File: config.mk
export PLATFORM = sky130hd
export DESIGN_NAME = sram_loader_flat
export DESIGN_NICKNAME = d
export VERILOG_FILES = /design/src/rtl/sram_loader_if.sv /design/src/rtl/sram_loader.sv /design/src/flat_wrapper.sv
export SDC_FILE = /design/constraint.sdc
export NUM_CORES = 1
export LEC_CHECK = 0
export CAP_MARGIN = 40
export CORE_ASPECT_RATIO = 1.2
export CORE_MARGIN = 5
export CORE_UTILIZATION = 41
export CTS_BUF_LIST = sky130_fd_sc_hd__clkbuf_16
export DETAILED_ROUTE_END_ITERATION = 7
export SLEW_MARGIN = 20
export SYNTH_ARGS = -nofsm -noshare
export SYNTH_HDL_FRONTEND = slang
export SYNTH_SLANG_ARGS = --single-unit
export TNS_END_PERCENT = 10
File: constraint.sdc
create_clock -name wb_clk_i -period 3.6 [get_ports wb_clk_i]
set_input_delay 0.54 -clock wb_clk_i [delete_from_list [all_inputs] [get_ports wb_clk_i]]
set_output_delay 0.54 -clock wb_clk_i [all_outputs]
set_load 0.1 [all_outputs]
File: src/rtl/sram_loader_if.sv
// Host byte link and Wishbone write port of the SRAM loader.
// The master modport is the loader side; the slave modport is the host/SRAM side.
interface sram_loader_if #(
    parameter int ADDR_W = 18
) ();
    logic [7:0]        rx_dat_i;
    logic              rx_valid_i;
    logic              rx_ready_o;
    logic              sram_wb_cyc_o;
    logic              sram_wb_stb_o;
    logic              sram_wb_we_o;
    logic [ADDR_W-1:0] sram_wb_adr_o;
    logic [15:0]       sram_wb_dat_o;
    logic              sram_wb_ack_i;

    modport master (
        input  rx_dat_i, rx_valid_i, sram_wb_ack_i,
        output rx_ready_o, sram_wb_cyc_o, sram_wb_stb_o, sram_wb_we_o,
        output sram_wb_adr_o, sram_wb_dat_o
    );

    modport slave (
        output rx_dat_i, rx_valid_i, sram_wb_ack_i,
        input  rx_ready_o, sram_wb_cyc_o, sram_wb_stb_o, sram_wb_we_o,
        input  sram_wb_adr_o, sram_wb_dat_o
    );
endinterface

File: src/rtl/sram_loader.sv
// Host byte-stream loader: decodes SET_ADDR / WRITE commands and issues
// single 16-bit Wishbone writes into the waveform SRAM with address auto-increment.
module sram_loader #(
    parameter int         ADDR_W      = 18,
    parameter int         ACK_TIMEOUT = 255,
    parameter logic [7:0] OP_SETADDR  = 8'hA1,
    parameter logic [7:0] OP_WRITE    = 8'hA2
) (
    input  logic              wb_clk_i,
    input  logic              wb_rst_i,
    sram_loader_if.master     bus,
    output logic [ADDR_W-1:0] addr_o,
    output logic              busy_o,
    output logic              done_o,
    output logic              err_o
);
    // Timer value at which the last unacknowledged WB cycle is abandoned.
    localparam logic [15:0] TO_LAST = 16'(ACK_TIMEOUT - 1);

    typedef enum logic [3:0] {
        S_IDLE, S_A0, S_A1, S_A2, S_C0, S_C1, S_DL, S_DH, S_WB
    } state_t;

    state_t            state;
    logic [15:0]       count;
    logic [15:0]       to_cnt;
    logic [7:0]        lo_byte;
    logic              rx_ready;
    logic              cyc;
    logic [ADDR_W-1:0] adr;
    logic [15:0]       dat;
    logic              take;

    assign take              = bus.rx_valid_i && rx_ready;
    assign bus.rx_ready_o    = rx_ready;
    assign bus.sram_wb_cyc_o = cyc;
    assign bus.sram_wb_stb_o = cyc;
    assign bus.sram_wb_we_o  = cyc;
    assign bus.sram_wb_adr_o = adr;
    assign bus.sram_wb_dat_o = dat;
    assign busy_o            = (state != S_IDLE);

    always_ff @(posedge wb_clk_i) begin
        if (!wb_rst_i) begin
            state    <= S_IDLE;
            addr_o   <= '0;
            count    <= '0;
            to_cnt   <= '0;
            lo_byte  <= '0;
            rx_ready <= 1'b1;
            cyc      <= 1'b0;
            adr      <= '0;
            dat      <= '0;
            done_o   <= 1'b0;
            err_o    <= 1'b0;
        end else begin
            done_o <= 1'b0;
            err_o  <= 1'b0;
            case (state)
                S_IDLE: if (take) begin
                    if (bus.rx_dat_i == OP_SETADDR)    state <= S_A0;
                    else if (bus.rx_dat_i == OP_WRITE) state <= S_C0;
                    else                               err_o <= 1'b1;
                end
                S_A0: if (take) begin
                    addr_o[7:0] <= bus.rx_dat_i;
                    state       <= S_A1;
                end
                S_A1: if (take) begin
                    addr_o[15:8] <= bus.rx_dat_i;
                    state        <= S_A2;
                end
                // Only the low ADDR_W-16 bits of the top address byte are meaningful.
                S_A2: if (take) begin
                    addr_o[ADDR_W-1:16] <= bus.rx_dat_i[ADDR_W-17:0];
                    state               <= S_IDLE;
                end
                S_C0: if (take) begin
                    count[7:0] <= bus.rx_dat_i;
                    state      <= S_C1;
                end
                S_C1: if (take) begin
                    count[15:8] <= bus.rx_dat_i;
                    if ({bus.rx_dat_i, count[7:0]} == 16'h0000) begin
                        done_o <= 1'b1;
                        state  <= S_IDLE;
                    end else begin
                        state <= S_DL;
                    end
                end
                S_DL: if (take) begin
                    lo_byte <= bus.rx_dat_i;
                    state   <= S_DH;
                end
                S_DH: if (take) begin
                    dat      <= {bus.rx_dat_i, lo_byte};
                    adr      <= addr_o;
                    cyc      <= 1'b1;
                    rx_ready <= 1'b0;
                    to_cnt   <= '0;
                    state    <= S_WB;
                end
                // Ack wins over timeout when both land on the same edge.
                S_WB: begin
                    if (bus.sram_wb_ack_i) begin
                        cyc      <= 1'b0;
                        rx_ready <= 1'b1;
                        addr_o   <= addr_o + ADDR_W'(1);
                        count    <= count - 16'd1;
                        if (count == 16'd1) begin
                            done_o <= 1'b1;
                            state  <= S_IDLE;
                        end else begin
                            state <= S_DL;
                        end
                    end else if (to_cnt == TO_LAST) begin
                        cyc      <= 1'b0;
                        rx_ready <= 1'b1;
                        err_o    <= 1'b1;
                        state    <= S_IDLE;
                    end else begin
                        to_cnt <= to_cnt + 16'd1;
                    end
                end
                default: begin
                    cyc      <= 1'b0;
                    rx_ready <= 1'b1;
                    state    <= S_IDLE;
                end
            endcase
        end
    end
endmodule

File: src/flat_wrapper.sv
// flat-port wrapper written by rule: the top's interface ports become plain ports
module sram_loader_flat 
#(
    parameter int         ADDR_W      = 18,
    parameter int         ACK_TIMEOUT = 255,
    parameter logic [7:0] OP_SETADDR  = 8'hA1,
    parameter logic [7:0] OP_WRITE    = 8'hA2
)
  (wb_clk_i, wb_rst_i, addr_o, busy_o, done_o, err_o, bus_rx_dat_i, bus_rx_valid_i, bus_sram_wb_ack_i, bus_rx_ready_o, bus_sram_wb_cyc_o, bus_sram_wb_stb_o, bus_sram_wb_we_o, bus_sram_wb_adr_o, bus_sram_wb_dat_o);
  sram_loader_if #(.ADDR_W(ADDR_W)) bus_i ();
  input  logic wb_clk_i;
  input  logic wb_rst_i;
  output logic [ADDR_W-1:0] addr_o;
  output logic busy_o;
  output logic done_o;
  output logic err_o;
  input wire logic [$bits(bus_i.rx_dat_i)-1:0] bus_rx_dat_i;
  input wire logic [$bits(bus_i.rx_valid_i)-1:0] bus_rx_valid_i;
  input wire logic [$bits(bus_i.sram_wb_ack_i)-1:0] bus_sram_wb_ack_i;
  output wire logic [$bits(bus_i.rx_ready_o)-1:0] bus_rx_ready_o;
  output wire logic [$bits(bus_i.sram_wb_cyc_o)-1:0] bus_sram_wb_cyc_o;
  output wire logic [$bits(bus_i.sram_wb_stb_o)-1:0] bus_sram_wb_stb_o;
  output wire logic [$bits(bus_i.sram_wb_we_o)-1:0] bus_sram_wb_we_o;
  output wire logic [$bits(bus_i.sram_wb_adr_o)-1:0] bus_sram_wb_adr_o;
  output wire logic [$bits(bus_i.sram_wb_dat_o)-1:0] bus_sram_wb_dat_o;
  assign bus_i.rx_dat_i = bus_rx_dat_i;
  assign bus_i.rx_valid_i = bus_rx_valid_i;
  assign bus_i.sram_wb_ack_i = bus_sram_wb_ack_i;
  assign bus_rx_ready_o = bus_i.rx_ready_o;
  assign bus_sram_wb_cyc_o = bus_i.sram_wb_cyc_o;
  assign bus_sram_wb_stb_o = bus_i.sram_wb_stb_o;
  assign bus_sram_wb_we_o = bus_i.sram_wb_we_o;
  assign bus_sram_wb_adr_o = bus_i.sram_wb_adr_o;
  assign bus_sram_wb_dat_o = bus_i.sram_wb_dat_o;
  sram_loader #(.ADDR_W(ADDR_W), .ACK_TIMEOUT(ACK_TIMEOUT), .OP_SETADDR(OP_SETADDR), .OP_WRITE(OP_WRITE)) u_core (.wb_clk_i(wb_clk_i), .wb_rst_i(wb_rst_i), .bus(bus_i), .addr_o(addr_o), .busy_o(busy_o), .done_o(done_o), .err_o(err_o));
endmodule
==> flow_metrics.py, run 1 <==
metrics = {
    "critical_path": {
        "cp.required_ns": 3.81,
        "path_cells": "or4b_1, buf_4, nor2_2, o21a_4, or3_4, a2111oi_0",
        "crit_slowest_cell": "dfxtp_1",
        "rrSetupSlack_ns": 1.02,
        "cp-end-kind": "flop",
        "crit_type": "flop to flop",
        "path_buf_inv": 1,
        "cpLargestDelayFamily": "simple AND/OR/NAND/NOR gates",
        "reg2reg_depth": 6,
        "worstSetupStartpointType": "flop",
        "cp.arrival_ns": 2.79,
        "cp_max_fo": 41,
        "crit_path_max_incr_delay_ns": 0.70,
        "worstReg2RegStart": "u_core.state[2]$_SDFFE_PN0P_",
        "reg2reg_to": "u_core.state[2]$_SDFFE_PN0P_",
    },
    "clock_tree": {
        "cts_setup_buffers": 0,
        "cts_tree": "yes",
        "worst_skew_pair.late_latency_ns": 0.35,
        "numCtsBuffers": 9,
        "root_buffer": "clkbuf_16",
        "clock_sinks": 100,
        "clk_pin_slew_ns": 0.07,
        "cts_resized": 0,
        "cts-htree-levels": 3,
        "holdBufCountCts": 0,
        "cts.path.max_buffers": 2,
    },
    "logic_synthesis": {
        "synth_ff_type": "dfxtp_1",
        "synth.distinct_cells": 65,
        "yosysSeqAreaShare_pct": 39.9,
        "syn_area_um2": 5020,
        "synth-async-reset-ratio_pct": 0,
        "syn_inst": 645,
        "ys_ff_latch": 100,
        "synth_nets": 662,
        "synth_edf_count": 0,
        "ys_warn_count": 0,
        "syn_area_per_cell_um2": 7.79,
    },
    "flow_run": {
        "drv_cap": 0,
    },
    "pwr": {
        "power_density_nw_per_um2": 304,
        "pwr-share-comb_pct": 4.3,
        "leakage_nw": 2.50,
        "ir_drop_mv": 0.222,
        "seqPwrFrac_pct": 51.7,
        "p_sw_mw": 0.472,
        "p_int_mw": 1.67,
        "swShare_pct": 22.0,
        "power_frac_clock_pct": 44.0,
    },
    "timing": {
        "finClkSkew_ns": 0.00480,
        "drv_slew": 0,
        "tns_ns": 0,
        "setup_slack_ns": 1.02,
        "fmax_mhz": 388,
        "min_period_over_period_pct": 71.6,
        "tightest_slew_ns": 0.624,
        "timing.final.crit_period_ns": 2.58,
        "max_slew_margin_pct": 58.1,
        "rsz0062_at_grt": "false",
        "hold_violations": 0,
        "finalSetupViolations": 0,
    },
    "global_route": {
        "antenna_found_initial": 0,
        "grt_pass1_vias": 4886,
        "grt_max_degree": 49,
        "grt_pass1_wl_um": 25300,
        "grt-ovfl-total": 0,
        "track_usage_pct": 21.1,
    },
    "cells_and_area": {
        "area_growth_pct": 40.3,
        "antenna_cells": 0,
        "layout-drive-gt1-share_pct": 12.2,
        "fillerInstances": 1066,
        "seqCellArea_um2": 2000,
        "design_area_um2": 7050,
        "utilization_pct": 58.5,
        "final_nets": 762,
        "multi_input_area_um2": 2790,
    },
    "placed_design": {
        "io_buffers": 70,
        "placed_area_um2": 6770,
        "pre_cts_slack_ns": 0.716,
        "hpwl_um": 11000,
        "globalplace.congestion": 0.879,
    },
    "route": {
        "drt_iter0_drc": 292,
        "vias": 5022,
        "drt-total-wl_um": 15300,
        "ant_nets": 0,
        "vias_per_cell": 5.52,
        "drc": 0,
        "drtPass1Iterations": 5,
        "drt-wirelength-per-cell_um": 16.8,
    },
    "floorplan": {
        "dieWidth_um": 111,
        "dieArea_um2": 14600,
        "num_rows": 44,
        "pin_count": 71,
        "core_area_um2": 12100,
        "initial_utilization_pct": 41.7,
        "die_h_um": 131,
    },
    "min_path": {
        "worstHoldPathCells": 2,
        "min_from": "u_core.bus.sram_wb_adr_o[5]$_SDFFE_PN0P_",
        "min_to": "u_core.bus.sram_wb_adr_o[5]$_SDFFE_PN0P_",
        "hold_class": "flop to flop",
    },
    "outcome": {
        "status": "finished, final reports clean",
    },
}
worst reg2reg max path, stage by stage (launching register included):
cell and delay [ns]:
dfxtp_1 0.70, or4b_1 0.20, buf_4 0.38, nor2_2 0.10
o21a_4 0.17, or3_4 0.43, a2111oi_0 0.46
through the flow:
step / hold slack, ns / instances / total power, mW
finish: 0.463 / 909 / 2.14
global route: 0.481 / 909 / 2.21
CTS: 0.467 / 909 / 2.17
detailed placement: 0.458 / 895 / 1.22
global placement: 0.448 / 837 / 1.22
floorplan: 0.441 / 645 / 1.18
final cells by class:
class                   instances  share of cell area (%)
multi-input cells             485                    39.6
flip-flops and latches        100                    28.4
repair buffers                136                    24.5
clock buffers                   9                    3.19
well taps                     161                    2.86
clock inverters                 5                   0.781
inverters                      13                   0.692
cells in the mapped netlist, types with 5 or more instances:
cell / n / area (um^2)
nor4_1: 7 / 43.8
inv_1: 13 / 48.8
nor2b_1: 22 / 138
dfxtp_1: 100 / 2000
clkbuf_1: 40 / 150
nand3b_1: 5 / 37.5
a21boi_0: 40 / 300
nand4_1: 5 / 31.3
nand2_1: 105 / 394
nand3_1: 21 / 105
and2_1: 9 / 56.3
ha_1: 5 / 62.6
nor3_1: 16 / 80.1
o21ai_0: 49 / 245
mux2i_1: 8 / 80.1
or3_1: 9 / 56.3
xnor2_1: 7 / 61.3
a31oi_1: 9 / 56.3
a22oi_1: 5 / 37.5
nor2_1: 53 / 199
o31ai_1: 5 / 37.5
and3_1: 5 / 31.3
a21oi_1: 43 / 215
cell families after synthesis:
| family | share of synthesized area [%] |
|---|---|
| fa+ha+maj | 1.25 |
| compound gates | 24.0 |
| buf+inv | 4.78 |
| xor+xnor | 1.74 |
| mux | 1.59 |
| flops | 39.9 |
| simple gates | 26.7 |
power groups by stage:
stage	Combinational, mW	Sequential, mW	Clock, mW
floorplan	0.0462	1.14	0
global placement	0.0867	1.13	0
detailed placement	0.0914	1.13	0
CTS	0.0917	1.11	0.967
global route	0.0985	1.11	1.01
finish	0.0920	1.11	0.944
placed cells by master, fill, tap and decap left out, types with 7 or more instances in the layout:
cell type / Yosys / routed
nor2_1: 53 / 52
a21boi_0: 40 / 40
a31oi_1: 9 / 9
dfxtp_1: 100 / 100
clkbuf_16: 0 / 9
nand3_1: 21 / 21
inv_1: 13 / 13
nor3_1: 16 / 16
buf_4: 3 / 9
or3_1: 9 / 9
nor2b_1: 22 / 22
xnor2_1: 7 / 7
nor4_1: 7 / 7
buf_8: 0 / 50
a21oi_1: 43 / 43
nand2_1: 105 / 105
and2_1: 9 / 9
clkdlybuf4s50_1: 0 / 68
o21ai_0: 49 / 49
mux2i_1: 8 / 8
buf_16: 0 / 8
metal layers:
metal	part of all wire (%)	vias up	track usage (%)
li1	-	2467	-
met1	42	2358	25.6
met2	51	161	36.4
met3	4.4	36	3.45
met4	2.7	0	9.87
met5	0	-	0
state kept, by name (all words and copies together) (netlist names):
| signal | cells |
|---|---|
| u_core.bus.sram_wb_dat_o | 16 |
| u_core.lo_byte | 8 |
| u_core.bus.sram_wb_cyc_o | 1 |
| u_core.count | 16 |
| u_core.bus.rx_ready_o | 1 |
| u_core.err_o | 1 |
| u_core.addr_o | 18 |
| u_core.done_o | 1 |
| u_core.state | 4 |
| u_core.bus.sram_wb_adr_o | 18 |
| u_core.to_cnt | 16 |
how the worst max path moves through the flow:
stage                                              from                        endpoint  depth (start not counted)  slack [ns]
after floorplan           u_core.addr_o[0]$_SDFFE_PN0P_  u_core.addr_o[17]$_SDFFE_PN0P_                          5        0.97
after global placement                  bus_rx_dat_i[3]    u_core.state[0]$_SDFFE_PN0P_                          6        0.75
after detailed placement                 bus_rx_valid_i   u_core.to_cnt[1]$_SDFFE_PN0P_                          6        0.72
after CTS                  u_core.state[2]$_SDFFE_PN0P_    u_core.state[0]$_SDFFE_PN0P_                          7        1.04
after global routing       u_core.state[2]$_SDFFE_PN0P_    u_core.state[2]$_SDFFE_PN0P_                          6        0.82
final                      u_core.state[2]$_SDFFE_PN0P_    u_core.state[2]$_SDFFE_PN0P_                          6        1.02
(Power assumes the default switching activity.)
==> inputs of run 2 (changes only) <==
Clock period 3.6 ns to 2.5 ns, I/O delays scaled along.
==> run 2 against run 1 <==
Against the previous run: non-clock buffer count down 37; total power up 47%; via count down 2.6%; clock-buffer cell count unchanged; clock skew up 0.0024 ns; routed wire length down 5.0%; critical path depth up 2; register-to-register slack worse by 0.75 ns; combinational power up 55%; core utilization down 7.5 points; final area down 13%; highest routed layer unchanged.
==> flow_metrics.py, run 2 (synthesis results as in run 1) <==
metrics = {
    "route": {
        "drt-total-wl_um": 14500,
        "vias": 4890,
        "drt-wirelength-per-cell_um": 16.6,
        "ant_nets": 0,
        "drc": 0,
        "drt_iter0_drc": 286,
        "drtPass1Iterations": 4,
        "vias_per_cell": 5.59,
    },
    "timing": {
        "min_period_over_period_pct": 89.1,
        "fmax_mhz": 449,
        "finClkSkew_ns": 0.00718,
        "rsz0062_at_grt": "false",
        "tightest_slew_ns": 0.597,
        "timing.final.crit_period_ns": 2.23,
        "tns_ns": 0,
        "finalSetupViolations": 0,
        "max_slew_margin_pct": 60.1,
        "drv_slew": 0,
        "setup_slack_ns": 0.273,
        "hold_violations": 0,
        "worst_hold_slack_ns": 0.368,
    },
    "placed_design": {
        "hpwl_um": 10200,
        "pre_cts_slack_ns": -0.0306,
        "io_buffers": 70,
        "globalplace.congestion": 0.891,
        "dp_cells": 858,
    },
    "critical_path": {
        "crit_slowest_cell": "o31ai_1",
        "crit_top_cell": "nor3_1",
        "path_buf_inv": 1,
        "path_cells": "inv_1, ha_1, nor3b_1, nand2_1, nor3_1, o31ai_1, nor3_1, a2111oi_0",
        "cpLargestDelayFamily": "compound AO/OA/AOI/OAI gates",
        "cp.arrival_ns": 2.46,
        "cp_max_fo": 6,
        "cp-end-kind": "flop",
        "worstSetupStartpointType": "flop",
        "crit_type": "flop to flop",
        "crit_path_max_incr_delay_ns": 0.48,
        "cp.required_ns": 2.73,
    },
    "global_route": {
        "grt_max_degree": 39,
        "grt_pass1_vias": 4687,
        "grt-ovfl-total": 0,
        "antenna_found_initial": 0,
        "track_usage_pct": 19.8,
        "grt_pass1_wl_um": 23900,
    },
    "clock_tree": {
        "cts_tree": "yes",
        "cts-htree-levels": 3,
        "cts_resized": 0,
        "cts.path.max_buffers": 2,
        "cts_setup_buffers": 0,
        "clock_sinks": 100,
        "holdBufCountCts": 0,
        "worst_skew_pair.late_latency_ns": 0.35,
        "numCtsBuffers": 9,
        "clk_pin_slew_ns": 0.07,
        "root_buffer": "clkbuf_16",
    },
    "flow_run": {
        "drv_cap": 0,
    },
    "floorplan": {
        "initial_utilization_pct": 41.7,
        "core_area_um2": 12100,
        "dieArea_um2": 14600,
        "num_rows": 44,
        "die_h_um": 131,
        "dieWidth_um": 111,
        "pin_count": 71,
    },
    "cells_and_area": {
        "final_common_cell": "nand2_1",
        "layoutNonFillerInstCount": 874,
        "final_cell_mix": "nand2_1 (105), dfxtp_1 (95), buf_4 (85), nor2_1 (52), o21ai_0 (49)",
        "final_nets": 725,
        "fillerInstances": 1192,
        "layout-drive-gt1-share_pct": 16.8,
        "antenna_cells": 0,
        "area_growth_pct": 22.2,
    },
    "pwr": {
        "leakage_nw": 2.28,
        "power_density_nw_per_um2": 513,
        "ir_drop_mv": 0.267,
    },
    "outcome": {
        "status": "finished, final reports clean",
    },
    "min_path": {
        "hold_class": "primary input to flop",
    },
}
-- run 2: metal layers --
| metal | global-route usage [%] | wire (um) | up-vias |
|---|---|---|---|
| li1 | - | - | 2396 |
| met1 | 25.4 | 6350 | 2334 |
| met3 | 2.76 | 730 | 28 |
| met4 | 9.26 | 452 | 0 |
| met2 | 33.1 | 7000 | 132 |
| met5 | 0 | 0 | - |
-- run 2: through the flow --
step | power (mW) | util (%) | instance area [um^2]
after floorplan | 1.70 | - | 5030
after global placement | 1.77 | 48.4 | 5830
after detailed placement | 1.77 | 48.4 | 5840
after CTS | 3.19 | 50.9 | 6140
after global routing | 3.28 | 50.9 | 6140
final | 3.15 | 50.9 | 6140
-- run 2: path summary, 6_finish.rpt --
path,from,end,slack (ns),depth (start not counted)
worst max-delay path,u_core.count[0]$_SDFFE_PN0P_,u_core.state[2]$_SDFFE_PN0P_,0.27,8
worst min-delay path,wb_rst_i,u_core.bus.rx_ready_o$_SDFFE_PN1P_,0.37,2
worst max register to register,u_core.count[0]$_SDFFE_PN0P_,u_core.state[2]$_SDFFE_PN0P_,0.27,8
worst min register to register,u_core.lo_byte[1]$_SDFFE_PN0P_,u_core.bus.sram_wb_dat_o[1]$_SDFFE_PN0P_,0.46,2
-- run 2: layout make-up --
type                            instances  area, um^2  area share, %
Timing Repair Buffer                   99         788           12.8
Multi-Input combinational cell        485        2790           45.5
Sequential cell                       100        2010           32.7
Inverter                               13        48.8          0.795
Clock buffer                            9         225           3.67
Clock inverter                          7        75.1           1.22
Tap cell                              161         201           3.28
-- run 2: where the power goes --
| part | switching [mW] | internal [mW] |
|---|---|---|
| Clock | 0.631 | 0.783 |
| Sequential | 0.00126 | 1.59 |
| Combinational | 0.0842 | 0.0586 |
| Total | 0.717 | 2.43 |
